**config.mk**
```make
export PLATFORM = sky130hd
export DESIGN_NAME = controller_input_conditioner_flat
export DESIGN_NICKNAME = d
export VERILOG_FILES = /design/src/rtl/controller_input_conditioner_if.sv /design/src/rtl/controller_input_conditioner.sv /design/src/flat_wrapper.sv
export SDC_FILE = /design/constraint.sdc
export NUM_CORES = 1
export LEC_CHECK = 0
export CAP_MARGIN = 5
export CORE_AREA = 8 8 144 146
export CTS_BUF_LIST = sky130_fd_sc_hd__clkbuf_16
export DETAILED_ROUTE_END_ITERATION = 10
export DIE_AREA = 0 0 152 154
export GPL_ROUTABILITY_DRIVEN = 1
export PLACE_DENSITY = 0.79
export REMOVE_ABC_BUFFERS = 1
export SYNTH_ARGS = -nofsm -noshare
export SYNTH_HDL_FRONTEND = slang
export SYNTH_SLANG_ARGS = --single-unit
export TNS_END_PERCENT = 10
```
**constraint.sdc**
```tcl
create_clock -name fastClock -period 8.6 [get_ports fastClock]
set_input_delay 1.72 -clock fastClock [delete_from_list [all_inputs] [get_ports fastClock]]
set_output_delay 1.72 -clock fastClock [all_outputs]
set_load 0.02 [all_outputs]
```
**src/rtl/controller_input_conditioner_if.sv**
```systemverilog
// Bus between the controller manager/processor and one input conditioner instance.
// rawInput is sampled every cycle with no valid/ready and no backpressure. readStrobe is a single-cycle pulse.
interface controller_input_conditioner_if;
  logic [31:0] rawInput;
  logic        readStrobe;
  logic [31:0] condInput;
  logic [31:0] pressEvents;
  logic        anyPress;

  modport master (
    output rawInput, readStrobe,
    input  condInput, pressEvents, anyPress
  );

  modport slave (
    input  rawInput, readStrobe,
    output condInput, pressEvents, anyPress
  );
endinterface

```
**src/rtl/controller_input_conditioner.sv**
```systemverilog
// Per-player controller word conditioner: synchroniser, button debounce, stick hysteresis, sticky press events.
// Optional macro CONDITIONER_RELEASE_EDGE_EN adds release-edge events in pressEvents[9:0].
module controller_input_conditioner #(
  parameter int DEBOUNCE_CYCLES = 50000,
  parameter int STICK_DEADBAND  = 2
) (
  input logic fastClock,
  input logic reset,
  controller_input_conditioner_if.slave bus
);

  localparam logic [15:0] CNT_MAX  = 16'(DEBOUNCE_CYCLES - 1);
  localparam logic [4:0]  DEADBAND = 5'(STICK_DEADBAND);

  logic [9:0]       btn_s1_q, btn_s1_d, btn_s2_q, btn_s2_d;
  logic             fac_s1_q, fac_s1_d, fac_s2_q, fac_s2_d;
  logic [3:0]       x_s1_q, x_s1_d, x_s2_q, x_s2_d;
  logic [3:0]       y_s1_q, y_s1_d, y_s2_q, y_s2_d;
  logic [9:0]       stable_q, stable_d;
  logic [9:0][15:0] cnt_q, cnt_d;
  logic [3:0]       x_q, x_d, y_q, y_d;
  logic [9:0]       press_q, press_d;
  logic [9:0]       rise;
  logic [9:0]       rel_bits;
  logic             unused_raw_bits;

  assign unused_raw_bits = ^{bus.rawInput[31:27], bus.rawInput[11:8], bus.rawInput[3:0]};

  // Extremes always pass so full tilt is never held back by the deadband.
  function automatic logic [3:0] hyst(input logic [3:0] s, input logic [3:0] cur);
    logic signed [4:0] diff;
    logic [4:0]        mag;
    diff = $signed({1'b0, s}) - $signed({1'b0, cur});
    mag  = diff[4] ? 5'(-diff) : 5'(diff);
    if (mag >= DEADBAND || s == 4'h0 || s == 4'hF) return s;
    return cur;
  endfunction

  always_comb begin
    btn_s1_d = bus.rawInput[25:16];
    btn_s2_d = btn_s1_q;
    fac_s1_d = bus.rawInput[26];
    fac_s2_d = fac_s1_q;
    x_s1_d   = bus.rawInput[7:4];
    x_s2_d   = x_s1_q;
    y_s1_d   = bus.rawInput[15:12];
    y_s2_d   = y_s1_q;
    stable_d = stable_q;
    cnt_d    = cnt_q;
    for (int i = 0; i < 10; i++) begin
      if (btn_s2_q[i] == stable_q[i]) begin
        cnt_d[i] = '0;
      end else if (cnt_q[i] == CNT_MAX) begin
        stable_d[i] = btn_s2_q[i];
        cnt_d[i]    = '0;
      end else begin
        cnt_d[i] = cnt_q[i] + 16'd1;
      end
    end
    x_d     = hyst(x_s2_q, x_q);
    y_d     = hyst(y_s2_q, y_q);
    rise    = stable_d & ~stable_q;
    // A rise in the same cycle as the clear strobe must survive.
    press_d = (bus.readStrobe ? 10'b0 : press_q) | rise;
  end

  always_ff @(posedge fastClock or posedge reset) begin
    if (reset) begin
      btn_s1_q <= '0;
      btn_s2_q <= '0;
      fac_s1_q <= 1'b1;
      fac_s2_q <= 1'b1;
      x_s1_q   <= '0;
      x_s2_q   <= '0;
      y_s1_q   <= '0;
      y_s2_q   <= '0;
      stable_q <= '0;
      cnt_q    <= '0;
      x_q      <= '0;
      y_q      <= '0;
      press_q  <= '0;
    end else begin
      btn_s1_q <= btn_s1_d;
      btn_s2_q <= btn_s2_d;
      fac_s1_q <= fac_s1_d;
      fac_s2_q <= fac_s2_d;
      x_s1_q   <= x_s1_d;
      x_s2_q   <= x_s2_d;
      y_s1_q   <= y_s1_d;
      y_s2_q   <= y_s2_d;
      stable_q <= stable_d;
      cnt_q    <= cnt_d;
      x_q      <= x_d;
      y_q      <= y_d;
      press_q  <= press_d;
    end
  end

`ifdef CONDITIONER_RELEASE_EDGE_EN
  logic [9:0] rel_q, rel_d;

  always_comb begin
    rel_d = (bus.readStrobe ? 10'b0 : rel_q) | (stable_q & ~stable_d);
  end

  always_ff @(posedge fastClock or posedge reset) begin
    if (reset) rel_q <= '0;
    else       rel_q <= rel_d;
  end

  assign rel_bits = rel_q;
`else
  assign rel_bits = '0;
`endif

  assign bus.condInput   = {5'b0, fac_s2_q, stable_q, y_q, 4'b0, x_q, 4'b0};
  assign bus.pressEvents = {6'b0, press_q, 6'b0, rel_bits};
  assign bus.anyPress    = |press_q | |rel_bits;

endmodule
```
**src/flat_wrapper.sv**
```systemverilog
// flat-port wrapper written by rule: the top's interface ports become plain ports
module controller_input_conditioner_flat 
#(
  parameter int DEBOUNCE_CYCLES = 50000,
  parameter int STICK_DEADBAND  = 2
)
  (fastClock, reset, bus_rawInput, bus_readStrobe, bus_condInput, bus_pressEvents, bus_anyPress);
  controller_input_conditioner_if bus_i ();
  input logic fastClock;
  input logic reset;
  input wire logic [$bits(bus_i.rawInput)-1:0] bus_rawInput;
  input wire logic [$bits(bus_i.readStrobe)-1:0] bus_readStrobe;
  output wire logic [$bits(bus_i.condInput)-1:0] bus_condInput;
  output wire logic [$bits(bus_i.pressEvents)-1:0] bus_pressEvents;
  output wire logic [$bits(bus_i.anyPress)-1:0] bus_anyPress;
  assign bus_i.rawInput = bus_rawInput;
  assign bus_i.readStrobe = bus_readStrobe;
  assign bus_condInput = bus_i.condInput;
  assign bus_pressEvents = bus_i.pressEvents;
  assign bus_anyPress = bus_i.anyPress;
  controller_input_conditioner #(.DEBOUNCE_CYCLES(DEBOUNCE_CYCLES), .STICK_DEADBAND(STICK_DEADBAND)) u_core (.fastClock(fastClock), .reset(reset), .bus(bus_i));
endmodule
```
---- Word-level counts from Yosys, hierarchy flattened ----
Cells that the tools add are included.
storage, ports and cells
  flip-flop bits (word level) ............. 226
  latch bits .............................. 0
  memory bits (writable) .................. 0
  ROM bits ................................ 0
  memories ................................ 0
cells by class
  $add $sub $neg .......................... 14
  $mul .................................... 0
  div/mod/pow operators ................... 0
  order comparisons ....................... 2
  equal/unequal tests ..................... 22
  shift operators ......................... 0
  mux-type cells .......................... 47
  bitwise operators ....................... 3
  reduce and logical (&&, ||, !) cells .... 7
operator list
  cell                                                                                 count
  16-bit two-way mux                                                                   20
  16-bit by 1-bit adder with 16-bit output, second input constant                      10
  16-bit equality test, second input constant                                          10
  1-bit two-way mux                                                                    22
  10-bit AND                                                                           1
  1-bit equality test                                                                  10
  5-bit by 2-bit greater-or-equal comparator with 1-bit output, second input constant  2
  10-bit two-way mux                                                                   1
  5-bit two-way mux                                                                    2
  5-bit negator                                                                        2
  10-bit inverter                                                                      1
  10-bit OR                                                                            1
  10-bit OR reduction                                                                  1
  4-bit by 4-bit subtractor with 5-bit output                                          2
  4-bit equality test, second input constant                                           2
  4-bit logical NOT                                                                    2
  4-bit two-way mux                                                                    2
  1-bit logical OR                                                                     4

---- Depth between registers and ports, before layout ----
  depth after elaboration ................. 7
  gate-level depth with buffers ........... 10
  gate-level depth less buffers ........... 10

---- Least setup slack after synthesis ----
OpenSTA, ideal clock, no wires.
  path kind ............................... register to output
  start point ............................. reg u_core.press_q[4]
  end point ............................... out bus_anyPress
  arrival ................................. 0.986 ns
  path slack .............................. 5.894 ns
  cell stages (with the launch flop) ...... 3
  cells stage by stage .................... dfrtp_1 > nor4_1 > nand4_1
between the ends
  cells in the longest elaborated chain, start to end .. 1
RTL lines
  item                      RTL line                             source
  start: declaration        controller_input_conditioner.sv:22   logic [9:0] press_q, press_d;
  start signal: assignment  controller_input_conditioner.sv:95   press_q <= press_d;
  10-bit OR reduction       controller_input_conditioner.sv:118  assign bus.anyPress = |press_q | |rel_bits;
  end: declaration          flat_wrapper.sv:15                   output wire logic [$bits(bus_i.anyPress)-1:0] bus_anyPress;
Every way passes these cells.

---- Worst setup path in the final report ----
Ends and elaborated chain as after synthesis.

==> flow_summary.ini <==
[status]
outcome = finished, final reports clean

[floorplan]
fp.dieW_um = 152
core_um2 = 18460
dieArea_um2 = 23410
rows = 50
io_pins = 100
initial_utilization = 0.5627
die_h_um = 154

[routing]
top_layer_used = met4
dr_total_vias = 7018
drt-met1-wl_mm = 8.716
viasPerCell = 5.273
route.met2.wl_mm = 8.809
wl_mm = 18.83
drtAntennaViolNets = 0
first_iter_violations = 305
drc = 0
drt-wirelength-per-cell_um = 14.15
dr.pass1.iters = 4
dr_wl_met3_um = 999

[sta]
relSlewSlack = 0.3471
fin_setup_tns_ps = 0
fmax_ghz = 0.2464
timing_hold_violations_final = 0
layout_min_cycle_time_ps = 4059
fin_ws_ps = 4541
finClkSkew_ps = 9.372
finalSetupViolCount = 0
min_period_over_period = 0.4720
finalMaxSlewViolations = 0
rsz0062_at_grt = no
tightest_slew_ps = 979.3

[cts]
cts-root-buf = clkbuf_16
hold_buffers = 0
cts_resized = 0
cts_tree = yes
cts_buffers = 25
clock_latency_ps = 510
clk_path_buf_depth = 3
clk_pin_slew_worst_paths_ps = 60
postCtsSetupBuffers = 0
clock-sinks = 226
h-tree-depth = 1

[finish]
final_common_cell = dfrtp_1
layout-drive-gt1-share = 0.05287
postLayoutCellArea_um2 = 11850
fill_cells = 1422
stdcell_count = 1331
mostFrequentLayoutCells = dfrtp_1, nor2_1, xnor2_1, nand2_1, xor2_1
antenna_cells = 0
area_growth_syn_to_layout_pct = 14.07
num-nets-final = 1136

[global_routing]
track_usage = 0.1629
antenna_found_initial = 0
grt_pass1_wl_mm = 33.02
grt_max_degree = 146
grt_pass1_vias = 7058
gr-total-overflow = 0

[placement]
place_ws_ps = 4567
dp.cells = 1286
gp_congestion = 0.8098
dp_hpwl_mm = 12.31
port_buffers = 51
dpl_cell_area_um2 = 11010

[pwr]
powerDensity_nw_per_um2 = 218.5
leakage_nw = 5.212
vdd_drop_max_mv = 0.1735

[setup_path]
worstSetupPathType = reg2out
end_kind = output port
critical_path.top_delay_family = simple AND/OR/NAND/NOR gates
crit_buf_inv = 1
cp-start-kind = flop
crit_slowest_cell = nor4_1
arrival_ps = 2340
path_cells = nor4_1 > nand4_1 > clkdlybuf4s50_1
cpPeakStageDelay_ps = 600
required_ps = 6880
cp_max_fo = 3

[yosys]
synth-seq-cells = 226
synth_seq_area_share = 0.5448
synth_cell_types = 39
synth_area_um2 = 10380
syn_avg_cell_area_um2 = 10.25
syn_inst = 1013
yosys_warnings = 0

[job]
cap_violations = 0

[min_path]
hold_class = reg2reg
[worst paths after layout]
kind | end | slack (ps) | from | cells after the start
min in group asynchronous | u_core.cnt_q[120] | 1800 | reset | 2
max in group asynchronous | u_core.btn_s2_q[5] | 5310 | reset | 3
worst max register to register | u_core.y_q[0] | 5900 | u_core.y_s2_q[0] | 10
worst max-delay path | bus_anyPress | 4540 | u_core.press_q[4] | 3
worst min register to register | u_core.btn_s2_q[0] | 340 | u_core.btn_s1_q[0] | 0
worst min-delay path | u_core.btn_s2_q[0] | 340 | u_core.btn_s1_q[0] | 0
[where the power goes]
group	internal, mW	switching, mW
sequential	1.10	0.0307
combinational	0.172	0.210
clock	0.651	0.423
[state kept, by name, indices dropped and copies added, names as in the netlist]
signal           flops
u_core.x_s2_q        4
u_core.cnt_q       160
u_core.stable_q     10
u_core.x_q           4
u_core.x_s1_q        4
u_core.fac_s1_q      1
u_core.y_q           4
u_core.fac_s2_q      1
u_core.press_q      10
u_core.btn_s2_q     10
u_core.y_s2_q        4
u_core.btn_s1_q     10
u_core.y_s1_q        4
[synthesized netlist by cell type]
| cell | instances | area share |
|---|---|---|
| a21o_1 | 1 | 0.00072 |
| nand3_1 | 56 | 0.027 |
| a221oi_1 | 2 | 0.0017 |
| or3_4 | 2 | 0.0022 |
| nand4_1 | 38 | 0.023 |
| buf_4 | 36 | 0.026 |
| ha_1 | 20 | 0.024 |
| xor2_1 | 69 | 0.058 |
| a21oi_1 | 2 | 0.00096 |
| buf_1 | 1 | 0.00036 |
| mux2_2 | 8 | 0.0087 |
| buf_2 | 6 | 0.0029 |
| and3_1 | 19 | 0.011 |
| nor4_1 | 21 | 0.013 |
| nor4b_1 | 4 | 0.0034 |
| inv_1 | 56 | 0.020 |
| fa_1 | 2 | 0.0039 |
| xnor2_1 | 83 | 0.070 |
| o21ai_0 | 12 | 0.0058 |
| a21o_2 | 3 | 0.0025 |
| nor3_1 | 38 | 0.018 |
| clkbuf_1 | 4 | 0.0014 |
| nand2b_1 | 1 | 0.00060 |
| nor2b_1 | 2 | 0.0012 |
| nand2_1 | 73 | 0.026 |
| or3_1 | 7 | 0.0042 |
| o32ai_1 | 10 | 0.0084 |
| nand4b_1 | 2 | 0.0017 |
| nor2_1 | 186 | 0.067 |
| and4_1 | 5 | 0.0042 |
| conb_1 | 1 | 0.00036 |
| and3b_1 | 4 | 0.0034 |
| or4_1 | 2 | 0.0014 |
| and2_1 | 5 | 0.0030 |
| a211o_1 | 2 | 0.0017 |
| dfstp_2 | 2 | 0.0051 |
| mux2i_1 | 2 | 0.0019 |
| dfrtp_1 | 224 | 0.54 |
| a22oi_4 | 2 | 0.0041 |
[through the flow]
step	hold WS, ps	utilization	total power [mW]
global route	352.6	0.6419	2.712
global placement	333.0	0.5967	1.522
detailed placement	335.6	0.5967	1.532
floorplan	331.2	-	1.430
finish	344.0	0.6419	2.588
CTS	346.4	0.6419	2.618
[cells by family after synthesis]
logic type | count (synthesis) | synth area share
AO/OA/AOI/OAI | 34 | 0.02590
XOR/XNOR | 152 | 0.1282
adder cells (fa/ha/maj) | 22 | 0.02795
buffers and inverters | 103 | 0.05096
flip-flops | 226 | 0.5448
multiplexers | 10 | 0.01060
other | 1 | 0.0003611
AND/OR/NAND/NOR | 465 | 0.2112
[cell type report]
type,count,area [um2],area share
Inverter,56,217.7,0.01838
Sequential cell,226,5658,0.4776
Clock buffer,25,625.6,0.05281
Tap cell,234,292.8,0.02471
Multi-Input combinational cell,718,4325,0.3651
Timing Repair Buffer,52,518.0,0.04373
Clock inverter,20,209.0,0.01764
[per-layer routing]
metal,up-vias,global-route usage
met5,-,0
met1,3396,0.2152
met2,139,0.2676
li1,3450,-
met3,33,0.03840
met4,0,0.03950
Note: power is estimated with default switching activity, not from simulation.
